[src/rtl/hazard_sequencer.sv]
// hazard_sequencer: stall/flush sequencer for the 5-stage IF/ID/EX/MEM/WB core.
// Handles load-use and JR-operand stalls, taken-branch and jump flushes, and
// freezes the pipeline while a data-memory access is outstanding. A watchdog
// drops into a sticky ERROR state if memory never answers.
// Optional feature: define HAZARD_PERF_CNT_EN to build the stall/flush
// performance counters. Without it, stall_cnt and flush_cnt are tied to 0.
module hazard_sequencer #(
  parameter int unsigned REG_AW  = 4,
  parameter int unsigned TIMEOUT = 15,
  parameter int unsigned CNT_W   = 32
) (
  input  logic              clk,
  input  logic              reset,
  input  logic              id_valid,
  input  logic [REG_AW-1:0] id_src1,
  input  logic [REG_AW-1:0] id_src2,
  input  logic              id_use1,
  input  logic              id_use2,
  input  logic              id_j,
  input  logic              id_call,
  input  logic              id_jr,
  input  logic              ex_mem_read,
  input  logic              ex_wr,
  input  logic [REG_AW-1:0] ex_dest,
  input  logic              ex_branch_taken,
  input  logic              dmem_req,
  input  logic              dmem_ready,
  output logic              pc_en,
  output logic              ifid_en,
  output logic              idex_en,
  output logic              exmem_en,
  output logic              ifid_flush,
  output logic              idex_flush,
  output logic              memwb_flush,
  output logic              err,
  output logic [CNT_W-1:0]  stall_cnt,
  output logic [CNT_W-1:0]  flush_cnt
);

  // Wait counter only needs to reach TIMEOUT (at most 255).
  localparam int unsigned WAIT_W = 8;
  localparam logic [WAIT_W-1:0] TIMEOUT_V = WAIT_W'(TIMEOUT);
  localparam logic [WAIT_W-1:0] WAIT_ONE  = WAIT_W'(1);

  typedef enum logic [1:0] {
    ST_RUN      = 2'd0,
    ST_MEM_WAIT = 2'd1,
    ST_ERROR    = 2'd2
  } state_t;

  state_t            state_q, state_d;
  logic [WAIT_W-1:0] wait_q, wait_d;
  logic [WAIT_W-1:0] wait_inc;

  logic lu_hit;
  logic jr_hit;
  logic jmp_hit;
  logic run_rules;

  // Hazard detection on the ID/EX decode fields; register 0 is compared like any other.
  always_comb begin
    lu_hit  = id_valid && ex_mem_read &&
              ((id_use1 && (id_src1 == ex_dest)) || (id_use2 && (id_src2 == ex_dest)));
    jr_hit  = id_valid && id_jr && ex_wr && (id_src1 == ex_dest);
    jmp_hit = id_valid && (id_j || id_call || id_jr);
  end

  assign wait_inc = wait_q + WAIT_ONE;

  // Next state, wait counter and combinational stage controls.
  always_comb begin
    state_d     = state_q;
    wait_d      = wait_q;
    run_rules   = 1'b0;
    pc_en       = 1'b1;
    ifid_en     = 1'b1;
    idex_en     = 1'b1;
    exmem_en    = 1'b1;
    ifid_flush  = 1'b0;
    idex_flush  = 1'b0;
    memwb_flush = 1'b0;
    err         = 1'b0;

    if (reset) begin
      state_d     = ST_RUN;
      wait_d      = '0;
      pc_en       = 1'b0;
      ifid_en     = 1'b0;
      idex_en     = 1'b0;
      exmem_en    = 1'b0;
      ifid_flush  = 1'b1;
      idex_flush  = 1'b1;
      memwb_flush = 1'b1;
    end else begin
      case (state_q)
        ST_RUN: begin
          if (dmem_req && !dmem_ready) begin
            wait_d  = WAIT_ONE;
            state_d = (WAIT_ONE == TIMEOUT_V) ? ST_ERROR : ST_MEM_WAIT;
          end else begin
            run_rules = 1'b1;
          end
        end
        ST_MEM_WAIT: begin
          if (!dmem_ready) begin
            wait_d = wait_inc;
            if (wait_inc == TIMEOUT_V) begin
              state_d = ST_ERROR;
            end
          end else begin
            // Release cycle: hazards held in the frozen stages resolve now.
            run_rules = 1'b1;
            wait_d    = '0;
            state_d   = ST_RUN;
          end
        end
        ST_ERROR: begin
          err = 1'b1;
        end
        default: begin
          state_d = ST_ERROR;
          err     = 1'b1;
        end
      endcase

      if (run_rules) begin
        if (ex_branch_taken) begin
          // ID instruction is being killed, so its stalls are moot.
          ifid_flush = 1'b1;
          idex_flush = 1'b1;
        end else if (lu_hit || jr_hit) begin
          pc_en      = 1'b0;
          ifid_en    = 1'b0;
          idex_flush = 1'b1;
        end else if (jmp_hit) begin
          ifid_flush = 1'b1;
        end
      end else begin
        // Freeze (MEM_WAIT entry/hold) and ERROR look identical on the controls.
        pc_en       = 1'b0;
        ifid_en     = 1'b0;
        idex_en     = 1'b0;
        exmem_en    = 1'b0;
        memwb_flush = 1'b1;
      end
    end
  end

  // State and wait-counter registers.
  always_ff @(posedge clk) begin
    if (reset) begin
      state_q <= ST_RUN;
      wait_q  <= '0;
    end else begin
      state_q <= state_d;
      wait_q  <= wait_d;
    end
  end

`ifdef HAZARD_PERF_CNT_EN
  logic [CNT_W-1:0] stall_cnt_q, stall_cnt_d;
  logic [CNT_W-1:0] flush_cnt_q, flush_cnt_d;

  // Saturating event counters: stalled-PC cycles and IF/ID or ID/EX flush cycles.
  always_comb begin
    stall_cnt_d = stall_cnt_q;
    flush_cnt_d = flush_cnt_q;
    if (!pc_en && (stall_cnt_q != {CNT_W{1'b1}})) begin
      stall_cnt_d = stall_cnt_q + CNT_W'(1);
    end
    if ((ifid_flush || idex_flush) && (flush_cnt_q != {CNT_W{1'b1}})) begin
      flush_cnt_d = flush_cnt_q + CNT_W'(1);
    end
  end

  // Counter registers, cleared by reset.
  always_ff @(posedge clk) begin
    if (reset) begin
      stall_cnt_q <= '0;
      flush_cnt_q <= '0;
    end else begin
      stall_cnt_q <= stall_cnt_d;
      flush_cnt_q <= flush_cnt_d;
    end
  end

  assign stall_cnt = stall_cnt_q;
  assign flush_cnt = flush_cnt_q;
`else
  assign stall_cnt = '0;
  assign flush_cnt = '0;
`endif

endmodule
[config.mk]
export PLATFORM = sky130hd
export DESIGN_NAME = hazard_sequencer
export DESIGN_NICKNAME = d
export VERILOG_FILES = /design/src/rtl/hazard_sequencer.sv
export SDC_FILE = /design/constraint.sdc
export NUM_CORES = 1
export LEC_CHECK = 0
export BUFFER_PORTS_ARGS = -buffer_cell sky130_fd_sc_hd__buf_2
export CAP_MARGIN = 30
export CORE_UTILIZATION = 40
export DETAILED_ROUTE_END_ITERATION = 6
export PLACE_DENSITY_LB_ADDON = 0.3
export RECOVER_POWER = 25
export SETUP_SLACK_MARGIN = 0.15
export SYNTH_ARGS = -nofsm -noshare
export SYNTH_HDL_FRONTEND = slang
export SYNTH_SLANG_ARGS = --single-unit
export TNS_END_PERCENT = 10
[constraint.sdc]
create_clock -name clk -period 2.2 [get_ports clk]
set_input_delay 0.44 -clock clk [delete_from_list [all_inputs] [get_ports clk]]
set_output_delay 0.44 -clock clk [all_outputs]
set_load 0.02 [all_outputs]
==> results of run 1 <==
[final timing paths]
| path | end | slack [ns] |
|---|---|---|
| worst min-delay path | state_q[1] | 0.50 |
| worst max-delay path | ifid_en | 0.22 |
| worst max register to register | wait_q[6] | 0.61 |
| worst min register to register | wait_q[7] | 0.54 |
[synthesized netlist by cell type (all sizes together), types with 2 or more instances]
cell type | n | area share, %
a2111oi | 2 | 1.8
a211oi | 4 | 2.3
a21oi | 6 | 2.3
a311oi | 3 | 2.0
a31oi | 4 | 1.9
buf | 67 | 39
clkbuf | 2 | 0.68
dfxtp | 10 | 16
ha | 2 | 1.9
inv | 9 | 2.6
nand2 | 5 | 1.5
nand2b | 2 | 0.97
nand3 | 5 | 1.9
nand3b | 2 | 1.2
nand4 | 2 | 0.97
nor2 | 13 | 4.0
nor2b | 5 | 2.4
nor3 | 2 | 1.2
o21ai | 4 | 1.6
o21bai | 3 | 1.7
or2 | 2 | 0.97
xor2 | 4 | 2.7
[cell families (layout without fill, tap and decap cells)]
logic type                 after synthesis  count (layout)
buffers and inverters                   78              45
and+or+nand+nor                         43              43
AOI/OAI and AO/OA                       32              32
DFF                                     10              10
xor gates and xnor gates                 5               5
adders and majority gates                2               2
other                                    1              64
[per-layer routing]
layer / vias up / global-route usage [%] / part of all wire (%)
met4: 0 / 4.082 / 1.0
met5: - / 0 / 0
li1: 517 / - / -
met1: 459 / 15.91 / 41
met2: 49 / 21.27 / 51
met3: 2 / 4.396 / 6.8
[sequential cells by signal, summed over array words and instances (netlist names)]
name,flops
state_q,2
wait_q,8
[worst reg2reg max path, cell delays in order (launching register included)]
cell	delay [ns]
dfxtp_1	0.50
ha_1	0.30
nand3_1	0.14
nor2_1	0.17
a31oi_1	0.10
a311oi_1	0.27
[cell type report]
class                           instances  area, um^2
Sequential cell                        10       200.2
Multi-Input combinational cell        146       833.3
Inverter                                9       33.78
Clock buffer                            4       36.28
Tap cell                               44       55.05
Fill cell                             347        1713
Timing Repair Buffer                   32       181.4
[repair_timing]
item	in CTS	in global routing
setup buffers	0	0
pin swaps	0	6
endpoints found under the setup margin	4	4
gates resized for setup	4	12
endpoints found under the hold margin	0	0
[power by group]
part	internal [mW]	switching, mW	total, mW
Clock	0.101	0.0724	0.173
Combinational	0.0512	0.159	0.210
Sequential	0.183	0.00517	0.189
Total	0.335	0.237	0.572
[stage by stage]
step                      std cells  cell area, um^2  utilization [%]
after floorplan                 234             1540                -
after global placement          241             1246            40.82
after detailed placement        241             1246            40.82
after CTS                       245             1296            42.46
after global routing            245             1340            43.89
final                           245             1340            43.89
==> results.py, run 1 <==
metrics = {
    "critical_path": {
        "reg2regPathDepth": 5,
        "cp_cell_sequence": "buf_6 -> nor2b_2 -> a2111oi_4 -> a32o_2 -> a31oi_4 -> buf_2",
        "startpoint_type": "input port",
        "crit_family": "compound AO/OA/AOI/OAI gates",
        "crit_start": "id_src2[1]",
        "crit_path_max_fanout": 2,
        "crit_arrival_ns": 1.54,
        "critPathCaptureType": "output port",
        "crit_buf_inv": 2,
        "cp.depth": 6,
        "critPathSlowestCell": "a2111oi_4",
        "required_ns": 1.76,
        "slowest_delay_ns": 0.31,
        "crit_type": "input port to output port",
        "r2r-start": "wait_q[0]",
    },
    "clock_network": {
        "htreeDepth": 1,
        "clkLatencyLatePin_ns": 0.27,
        "clk_path_buf_depth": 2,
        "cts_tree": "yes",
        "clk_pin_slew_worst_paths_ns": 0.08,
        "root_buffer": "clkbuf_4",
        "cts_hold_buf": 0,
        "cts_buffers": 3,
        "cts_sinks": 10,
    },
    "synth": {
        "syn_inst": 171,
        "synthArstFlopShare_pct": 0,
        "synth-xor-area-share_pct": 3.401,
        "synth-seq-area-share_pct": 15.55,
        "yosys_warnings": 0,
        "avgSynthCellArea_um2": 7.529,
        "synthAdderAreaFrac_pct": 1.944,
        "synthMuxAreaShare_pct": 0,
        "syn_area_um2": 1287,
        "synth.distinct_cells": 40,
        "synthSimpleGateAreaFrac_pct": 18.66,
        "synth_compound_area_share_pct": 17.98,
        "synth_seq_cells": 10,
        "synth_top_family_by_area": "buffers and inverters",
        "synth_edf_count": 0,
        "synth_ff_type": "dfxtp_1",
    },
    "placed_design": {
        "place_congestion": 0.7541,
        "port_buffers": 32,
        "pre_cts_slack_ns": 0.07484,
        "hpwl_um": 1720,
    },
    "sta": {
        "setup_viol": 0,
        "skew_ns": 0.005768,
        "period_share_pct": 90.00,
        "tns_ns": 0,
        "drv_slew": 0,
        "clock.fmax_mhz": 505.0,
        "layout_setup_ws_ns": 0.2200,
        "hold_viol": 0,
        "rsz0062_at_grt": "no",
        "period_minus_slack_ns": 1.980,
        "hold_slack_ns": 0.5004,
    },
    "route": {
        "detail_route.wl_per_cell_um": 9.298,
        "drt-vias-per-instance": 4.192,
        "drc": 0,
        "antenna_left": 0,
        "via_count": 1027,
        "wirelength_um": 2278,
        "dr.pass1.iters": 5,
        "drt_iter0_drc": 40,
    },
    "layout": {
        "final_common_cell": "conb_1",
        "syn_to_final_growth_pct": 4.082,
        "drive_above_1_share_pct": 24.88,
        "nNetsFinal": 229,
        "layout_common_cells": "conb_1 (64), buf_2 (28), nor2_1 (13)",
        "num_antenna_cells": 0,
    },
    "floorplan": {
        "initial_core_util_pct": 42.17,
        "core_area_um2": 3053,
        "ioPinCount": 97,
        "dieArea_um2": 3450,
        "rows": 20,
        "fp.dieH_um": 58.74,
        "die_x_um": 58.74,
    },
    "pwr": {
        "power_mw": 0.5719,
        "p_per_area_nw_per_um2": 426.8,
        "p_leak_nw": 0.6400,
        "ir_drop_mv": 0.1608,
    },
    "global_route": {
        "grt_max_degree": 16,
        "grt_overflow": 0,
        "grt_pass1_wl_um": 3374,
        "grt_antenna_before_repair": 0,
        "grt_usage_pct": 12.96,
        "grt_pass1_vias": 805,
    },
    "min_path": {
        "hp-start": "dmem_ready",
        "hold_path.class": "input port to flip-flop",
        "hold_path_depth": 3,
    },
    "run": {
        "maxCapViolCount": 0,
    },
    "status": {
        "status": "finished, final reports clean",
    },
}
No activity file was read; power rests on OpenSTA's default activity.
==> inputs of run 2 (changes only) <==
==> constraint.sdc (replaced) <==
create_clock -name clk -period 2 [get_ports clk]
set_input_delay 0.4 -clock clk [delete_from_list [all_inputs] [get_ports clk]]
set_output_delay 0.4 -clock clk [all_outputs]
set_load 0.02 [all_outputs]
==> results.py, run 2 (synthesized netlist as in run 1, its figures left out) <==
metrics = {
    "status": {
        "status": "finished, final reports clean",
    },
    "placed_design": {
        "pre_cts_slack_ns": 0.006611,
        "place_congestion": 0.8256,
        "hpwl_um": 1729,
        "port_buffers": 32,
    },
    "clock_network": {
        "htreeDepth": 1,
        "clkLatencyLatePin_ns": 0.26,
        "cts_buffers": 3,
        "root_buffer": "clkbuf_4",
        "clk_pin_slew_worst_paths_ns": 0.07,
        "clk_path_buf_depth": 2,
        "cts_hold_buf": 0,
        "cts_tree": "yes",
        "cts_sinks": 10,
    },
    "critical_path": {
        "crit_type": "flip-flop to output port",
        "startpoint_type": "flip-flop",
        "crit_buf_inv": 2,
        "slowest_delay_ns": 0.34,
        "crit_arrival_ns": 1.46,
        "crit_family": "flip-flops",
        "cp_cell_sequence": "o21bai_1 -> nor2b_4 -> buf_6 -> nor2_2 -> a31oi_1 -> buf_4",
        "crit_path_max_fanout": 5,
        "cp.depth": 6,
        "reg2regPathDepth": 4,
        "required_ns": 1.60,
        "critPathSlowestCell": "dfxtp_2",
        "critPathCaptureType": "output port",
    },
    "min_path": {
        "hold_path.class": "input port to flip-flop",
        "hold_path_depth": 3,
    },
    "run": {
        "maxCapViolCount": 0,
    },
    "global_route": {
        "grt_overflow": 0,
        "grt_usage_pct": 12.37,
        "grt_antenna_before_repair": 0,
        "grt_pass1_vias": 796,
        "grt_max_degree": 16,
        "grt_pass1_wl_um": 3174,
    },
    "route": {
        "detail_route.wl_per_cell_um": 8.785,
        "drt_iter0_drc": 31,
        "dr.pass1.iters": 4,
        "via_count": 1038,
        "drc": 0,
        "wirelength_um": 2170,
        "drt-vias-per-instance": 4.202,
        "antenna_left": 0,
    },
    "layout": {
        "final_util_pct": 45.00,
        "final_common_cell": "conb_1",
        "nNetsFinal": 232,
        "ff_latch_area_um2": 201.4,
        "layout_common_cells": "conb_1 (64), buf_2 (26), nor2_1 (11)",
        "num-fill-cells": 334,
        "multi_input_area_um2": 844.6,
        "top_register": "wait_q",
        "syn_to_final_growth_pct": 6.706,
        "reg_top3": "wait_q: 8 flops, state_q: 2 flops",
        "drive_above_1_share_pct": 27.09,
        "largest_reg_flops": 8,
        "num_antenna_cells": 0,
    },
    "pwr": {
        "ir_drop_mv": 0.1643,
        "p_leak_nw": 0.6538,
        "p_per_area_nw_per_um2": 429.4,
    },
    "sta": {
        "layout_setup_ws_ns": 0.1352,
        "setup_viol": 0,
        "tns_ns": 0,
        "period_share_pct": 93.24,
        "rsz0062_at_grt": "yes",
        "clock.fmax_mhz": 536.3,
        "hold_slack_ns": 0.4547,
        "hold_viol": 0,
        "skew_ns": 0.002335,
        "drv_slew": 0,
        "period_minus_slack_ns": 1.865,
    },
    "floorplan": {
        "dieArea_um2": 3450,
        "initial_core_util_pct": 42.17,
        "core_area_um2": 3053,
        "fp.dieH_um": 58.74,
        "ioPinCount": 97,
        "die_x_um": 58.74,
        "rows": 20,
    },
}
==> run 2: cell types whose count changed in the layout (fill, tap and decap cells not counted), moves of 2 or more <==
cell / change
nor2_1: -2
buf_2: -2
buf_4: +2
nor2_2: +2
buf_6: +2
==> run 2: worst reg2reg max path: cells and delay by family, from the launching register on <==
family,cells,cell delay (ns)
and+or+nand+nor,2,0.57
AOI/OAI and AO/OA,2,0.48
DFF,1,0.38
==> run 2: final cells by class <==
class / count / area share (%)
Multi-Input combinational cell: 146 / 61.48
Timing Repair Buffer: 35 / 15.76
Sequential cell: 10 / 14.66
Tap cell: 44 / 4.007
Inverter: 9 / 2.459
Clock buffer: 3 / 1.639
==> run 2: worst paths after layout <==
check	from	to	slack (ns)
worst max-delay path	state_q[0]	idex_flush	0.14
worst max register to register	state_q[1]	wait_q[7]	0.47
worst min-delay path	dmem_ready	state_q[1]	0.45
worst min register to register	wait_q[6]	wait_q[6]	0.55
==> run 2: repair_timing <==
item,4_1_cts,5_1_grt
setup endpoints to repair,6,4
resized for setup,16,4
setup buffers,1,0
pin swaps,8,1
==> run 2: through the flow <==
step | area (um^2) | cells | power (mW)
after global routing | 1374 | 247 | 0.6331
after detailed placement | 1270 | 243 | 0.4330
after floorplan | 1549 | 234 | 0.4800
after global placement | 1270 | 243 | 0.4319
final | 1374 | 247 | 0.5899
after CTS | 1366 | 247 | 0.5928
==> run 2: metal layers <==
metal,wire length (um),GRT usage (%),vias to the layer above,part of all wire [%]
li1,-,-,522,-
met1,873,13.65,460,40
met2,1093,21.43,54,50
met3,175,3.736,2,8.1
met4,29,6.122,0,1.3
met5,0,0,-,0
==> run 2: report_power, final <==
part | internal, mW | switching [mW] | leakage, nW
Clock | 0.0696 | 0.0693 | 0.0138
Combinational | 0.0657 | 0.178 | 0.559
Sequential | 0.202 | 0.00520 | 0.0813
